--- src/rtl/csr_timer.sv ---
// csr_timer: TID/TCFG/TVAL/TICLR and the countdown timer interrupt source.
// Optional 64-bit stable counter enabled by TIMER_STABLE_CNT_EN.
module csr_timer #(
  parameter logic [31:0] CORE_ID = 32'h0,
  parameter int unsigned TIMER_W = 32
) (
  input  logic        clk,
  input  logic        resetn,
  input  logic        csr_we,
  input  logic [13:0] csr_num,
  input  logic [31:0] csr_wmask,
  input  logic [31:0] csr_wvalue,
  input  logic [13:0] csr_raddr,
  output logic [31:0] csr_rvalue,
  output logic        timer_int,
  output logic [31:0] cnt_lo,
  output logic [31:0] cnt_hi
);

  localparam logic [13:0] CSR_TID   = 14'h040;
  localparam logic [13:0] CSR_TCFG  = 14'h041;
  localparam logic [13:0] CSR_TVAL  = 14'h042;
  localparam logic [13:0] CSR_TICLR = 14'h044;

  localparam logic [TIMER_W-1:0] CNT_ONES = '1;
  localparam logic [TIMER_W-1:0] CNT_ZERO = '0;
  localparam logic [TIMER_W-1:0] CNT_ONE  = TIMER_W'(1);

  logic [31:0]        tid_q;
  logic [31:0]        tid_new;
  logic [TIMER_W-1:0] tcfg_q;
  logic [TIMER_W-1:0] tcfg_new;
  logic [TIMER_W-1:0] cfg_eff;
  logic [TIMER_W-1:0] reload_val;
  logic [TIMER_W-1:0] cnt_q;
  logic [TIMER_W-1:0] cnt_d;
  logic               int_q;
  logic               int_d;

  logic               tid_we;
  logic               tcfg_we;
  logic               ticlr_clr;
  logic               en_eff;
  logic               per_eff;
  logic               fire;

  logic               hit_tid;
  logic               hit_tcfg;
  logic               hit_tval;
  logic               hit_ticlr;
  logic [31:0]        tcfg_rd;
  logic [31:0]        tval_rd;

  // write decode and masked merge of the new register values
  always_comb begin
    tid_we    = csr_we && (csr_num == CSR_TID);
    tcfg_we   = csr_we && (csr_num == CSR_TCFG);
    ticlr_clr = csr_we && (csr_num == CSR_TICLR)
                && csr_wmask[0] && csr_wvalue[0];
    tid_new   = (csr_wmask & csr_wvalue)
                | (~csr_wmask & tid_q);
    tcfg_new  = (csr_wmask[TIMER_W-1:0]
                 & csr_wvalue[TIMER_W-1:0])
                | (~csr_wmask[TIMER_W-1:0] & tcfg_q);
  end

  // a same-cycle TCFG write decides En/Periodic/InitVal for the counter
  always_comb begin
    cfg_eff    = tcfg_we ? tcfg_new : tcfg_q;
    en_eff     = cfg_eff[0];
    per_eff    = cfg_eff[1];
    reload_val = {cfg_eff[TIMER_W-1:2], 2'b00};
  end

  // expiry is judged on the configuration and count of this cycle
  always_comb begin
    fire = tcfg_q[0] && (cnt_q == CNT_ZERO);
  end

  // counter next value: load on enabling write, else count or hold
  always_comb begin
    cnt_d = cnt_q;
    if (tcfg_we && en_eff) begin
      cnt_d = reload_val;
    end else if (en_eff && (cnt_q != CNT_ONES)) begin
      if ((cnt_q == CNT_ZERO) && per_eff) begin
        cnt_d = reload_val;
      end else begin
        cnt_d = cnt_q - CNT_ONE;
      end
    end
  end

  // interrupt next value: set beats a same-cycle clear
  always_comb begin
    int_d = int_q;
    if (fire) begin
      int_d = 1'b1;
    end else if (ticlr_clr) begin
      int_d = 1'b0;
    end
  end

  // TID register
  always_ff @(posedge clk) begin
    if (!resetn) begin
      tid_q <= CORE_ID;
    end else if (tid_we) begin
      tid_q <= tid_new;
    end
  end

  // TCFG register, only the implemented low bits are stored
  always_ff @(posedge clk) begin
    if (!resetn) begin
      tcfg_q <= CNT_ZERO;
    end else if (tcfg_we) begin
      tcfg_q <= tcfg_new;
    end
  end

  // countdown counter, idles at all-ones after reset
  always_ff @(posedge clk) begin
    if (!resetn) begin
      cnt_q <= CNT_ONES;
    end else begin
      cnt_q <= cnt_d;
    end
  end

  // pending timer interrupt level
  always_ff @(posedge clk) begin
    if (!resetn) begin
      int_q <= 1'b0;
    end else begin
      int_q <= int_d;
    end
  end

  assign timer_int = int_q;

  // zero-extend the narrow fields to the 32-bit read bus
  always_comb begin
    tcfg_rd = '0;
    tval_rd = '0;
    tcfg_rd[TIMER_W-1:0] = tcfg_q;
    tval_rd[TIMER_W-1:0] = cnt_q;
  end

  // read address decode
  always_comb begin
    hit_tid   = (csr_raddr == CSR_TID);
    hit_tcfg  = (csr_raddr == CSR_TCFG);
    hit_tval  = (csr_raddr == CSR_TVAL);
    hit_ticlr = (csr_raddr == CSR_TICLR);
  end

  // read mux, zero for foreign addresses so the main mux can OR it in
  always_comb begin
    csr_rvalue = '0;
    unique case (1'b1)
      hit_tid:   csr_rvalue = tid_q;
      hit_tcfg:  csr_rvalue = tcfg_rd;
      hit_tval:  csr_rvalue = tval_rd;
      hit_ticlr: csr_rvalue = '0;
      default:   csr_rvalue = '0;
    endcase
  end

`ifdef TIMER_STABLE_CNT_EN
  logic [63:0] stable_q;

  // free-running stable counter for rdcntvl.w / rdcntvh.w
  always_ff @(posedge clk) begin
    if (!resetn) begin
      stable_q <= 64'd0;
    end else begin
      stable_q <= stable_q + 64'd1;
    end
  end

  assign cnt_lo = stable_q[31:0];
  assign cnt_hi = stable_q[63:32];
`else
  assign cnt_lo = 32'd0;
  assign cnt_hi = 32'd0;
`endif

endmodule

--- config.mk ---
export PLATFORM = sky130hd
export DESIGN_NAME = csr_timer
export DESIGN_NICKNAME = d
export VERILOG_FILES = /design/src/rtl/csr_timer.sv
export SDC_FILE = /design/constraint.sdc
export NUM_CORES = 1
export LEC_CHECK = 0
export CAP_MARGIN = 30
export CORE_ASPECT_RATIO = 0.8
export CORE_MARGIN = 2
export CORE_UTILIZATION = 50
export DETAILED_ROUTE_END_ITERATION = 12
export PLACE_DENSITY = 0.95
export RECOVER_POWER = 50
export SLEW_MARGIN = 40
export SYNTH_ARGS = -nofsm -noshare
export SYNTH_HDL_FRONTEND = slang
export SYNTH_SLANG_ARGS = --single-unit
--- constraint.sdc ---
create_clock -name clk -period 4 [get_ports clk]
set_input_delay 0.8 -clock clk [delete_from_list [all_inputs] [get_ports clk]]
set_output_delay 0.8 -clock clk [all_outputs]
set_load 0.02 [all_outputs]
==> summary by stage <==
Clock tree
Clock-pin slew was measured on the worst setup and hold paths at 0.07 ns. In this run the post-CTS setup repair buffer count came out at 0. The TritonCTS buffer count is 9. The number of levels the H-tree was split into is 3. No sink is reached through more buffers than the 2 on the longest clock path. The number of resized instances in the post-cts repair step is 0. The clock insertion delay at the later pin of the skew report is 0.34 ns. The cell at the root of the clock tree is clkbuf_16. TritonCTS built the clock tree. The CTS sink count is 97.

The number of hold buffers added after cts is 0.

Global route
The global-route usage over all layers is 0.247. The maximum number of pins on one net before global-route repair is 44. The global-route congestion overflow total is 0.

The first global-routing pass estimated 27.4 mm of wire. The number of antenna violations at the first check in global routing is 0. The via count of the first global-routing pass is 5,711.

Finish
In the final layout, flip-flops and latches occupy 0.00194 mm^2. The total number of nets in the final design is 1,034. Once layout is complete, the utilization of the core stands at 0.631. The antenna diode count is 0. Of the cells placed in the final design, the portion with a size suffix greater than 1 is 0.0510. The layout has 1,032 filler cells. The count of non-filler cells in the finished layout is 1,093.

Relative to the synthesized area, the layout overhead comes to 23.3%. The multi-input logic area is 0.00375 mm^2.

STA
For the final routed database, the setup TNS stands at 0 ns. The fraction of the cycle the final worst path needs is 0.885. The transition time at the pin with the least slew margin is 0.938 ns. The worst hold margin is 0.461 ns. The total count of max-transition violations in the final report is 0.

The worst-case headroom to the max-slew limit is 0.374. The setup skew after layout is 0.00672 ns. Setup repair after global routing left no endpoint under its margin.

Setup violations remaining at the end of the flow were counted as 0. The hold violation total from the final report is 0. The routed design could run at a clock period as short as 3.54 ns. The peak clock frequency supported by timing is 283 MHz.

Logic synthesis
The sequential area share after synthesis is 0.313. The register bit total from synthesis is 97. Counting flops with a built-in enable in the synthesized netlist gives 0. The fraction of registers with async set or reset after synthesis is 0. For this run, the number of Yosys warnings is 0. In this run the cell area of the synthesized design comes to 0.00620 mm^2. The number of different library cells used by synthesis comes to 53. For this run, the leading register cell type out of synthesis is dfxtp_1. The average cell area after synthesis is 7.38 um^2. After technology mapping, the gate count stands at 840.

Place
During placement, the flow inserted port buffers numbering 127. Detailed placement ended at an HPWL of 12.2 mm. Routability-driven placement finished with a final weighted congestion of 0.954. The cell total after placement is 1,078.

Setup path
The setup slack on the worst flop-to-flop path is 0.80 ns. The endpoint required time on the critical path is 4.21 ns. The kind of critical path is in -> reg. The type of element capturing the critical path is a flip-flop. The largest driver fanout on the critical path is 33. The data arrival time of the critical path is 3.75 ns. The worst-path cell with the longest stage delay is clkbuf_2. The depth of the worst register-to-register path is 10. The reg-to-reg critical path endpoint is cnt_q[3]$_SDFFE_PN1P_. The critical path's largest stage delay is 0.65 ns. The reg-to-reg startpoint is cnt_q[0]$_SDFFE_PN1P_. Traced cell by cell, the critical path runs through dlygate4sd3_1 > nor4b_1 > and4_1 > clkbuf_2 > nand2b_1 > o311a_1 > o21ai_0 > nand3_1.

The type of origin of the critical path is an input pin.

Floorplanning
The region available for standard cell placement spans 0.0121 mm^2. The initial core utilization is 0.511. The I/O pin count is 192. The number of core rows is 36. From bottom edge to top edge, the die measures 104 um. The die width is 128 um. The die covers 0.0133 mm^2.

Flow run
The max-capacitance violation count is 0.

Power and ir drop
The maximum vdd drop is 0.236 mV. The power per unit of standard cell area is 293 mW/mm^2. The overall power of the completed layout is 2240 uW.

For this design the static power due to leakage is 0.00300 uW.

Worst hold path
In this run the worst hold path is classified as reg -> reg. The worst hold path was traced through 2 stages.

Route
The count of antenna-violating nets left after detailed routing is 0. The average wire length per cell after detail routing is 15.5 um. The initial DRC count is 688. The DRC violation count after routing is 0.

The routed layout has 6,236 vias. The aggregate routed wire length is 17.0 mm. For this run, the detailed router's first-pass iteration total came to 7.

The number of vias per cell is 5.71.

Status
The run finished with clean final reports.
[synthesized netlist by cell type (5+ instances only)]
master / number / area share
nand2_1: 112 / 0.068
nor2_1: 108 / 0.065
dfxtp_1: 97 / 0.31
mux2i_1: 65 / 0.11
buf_4: 64 / 0.078
nand3_1: 62 / 0.050
a21oi_1: 56 / 0.045
clkbuf_1: 47 / 0.028
o21ai_0: 42 / 0.034
a21boi_0: 31 / 0.038
nand4_1: 25 / 0.025
o31ai_1: 15 / 0.018
nor3_1: 13 / 0.011
nor2b_1: 11 / 0.011
buf_2: 10 / 0.0081
nor4_1: 9 / 0.0091
or3_1: 6 / 0.0061
nor3b_1: 5 / 0.0061
nor4b_1: 5 / 0.0071
or4b_1: 5 / 0.0081
[stage by stage]
stage	worst slack (ns)	cell area (um^2)
6_report	0.461	7640
5_1_grt	0.202	7640
4_1_cts	0.405	7650
3_5_place_dp	0.413	7330
3_3_place_gp	0.511	7330
2_1_floorplan	1.15	6430
[cell usage in the layout (no fill, tap or decap), drive strengths merged, types with 2 or more instances in the layout]
master / n
clkdlybuf4s50: 123
nand2: 112
nor2: 108
dfxtp: 97
mux2i: 65
conb: 64
nand3: 62
a21oi: 56
o21ai: 46
a21boi: 32
nand4: 25
buf: 21
nor3: 16
o31ai: 15
clkbuf: 12
nor2b: 11
nor4: 10
or3: 7
or4b: 6
inv: 6
nor4b: 5
nor3b: 5
a31oi: 4
a211oi: 4
o211ai: 3
nand2b: 2
o32a: 2
ha: 2
bufinv: 2
dlygate4sd3: 2
[worst max-delay path: cells and delay by family]
kind,cells,cell delay [ns]
compound gates,2,0.38
buf+inv,2,1.18
simple gates,4,1.39
[cell families after synthesis]
| kind of cell | count (synthesis) | synth area share |
|---|---|---|
| DFF | 97 | 0.313 |
| other | 1 | 0.000605 |
| AOI/OAI and AO/OA | 172 | 0.169 |
| adders and majority gates | 2 | 0.00404 |
| muxes | 65 | 0.105 |
| and+or+nand+nor | 374 | 0.288 |
| buffers and inverters | 129 | 0.120 |
[metal layers]
layer	wire length (um)	global-route usage
met2	7600	0.386
met5	0	0
met3	1510	0.0542
met1	7690	0.350
met4	192	0.0502
[layout make-up]
class                           count  share of cell area
Tap cell                          152              0.0249
Clock inverter                      4             0.00999
Multi-Input combinational cell    677               0.491
Sequential cell                    97               0.254
Inverter                            5             0.00246
Timing Repair Buffer              147               0.186
Clock buffer                       11              0.0318
[power breakdown]
part	internal (uW)	leakage, uW	total [uW]	switching (uW)
registers	979	0.000784	1010	28.6
clock network	565	0.000152	940	375
logic	137	0.00207	294	157
[worst max path at each step]
stage | cells after the start | slack, ns | from | to
2_1_floorplan | 6 | 1.15 | csr_raddr[1] | csr_rvalue[13]
3_3_place_gp | 6 | 0.51 | csr_raddr[3] | csr_rvalue[3]
3_5_place_dp | 6 | 0.41 | csr_raddr[6] | csr_rvalue[0]
4_1_cts | 6 | 0.41 | csr_raddr[3] | csr_rvalue[0]
5_1_grt | 8 | 0.20 | csr_num[10] | cnt_q[22]$_SDFFE_PN1P_
6_report | 8 | 0.46 | csr_num[10] | cnt_q[26]$_SDFFE_PN1P_
(Power assumes the default switching activity.)
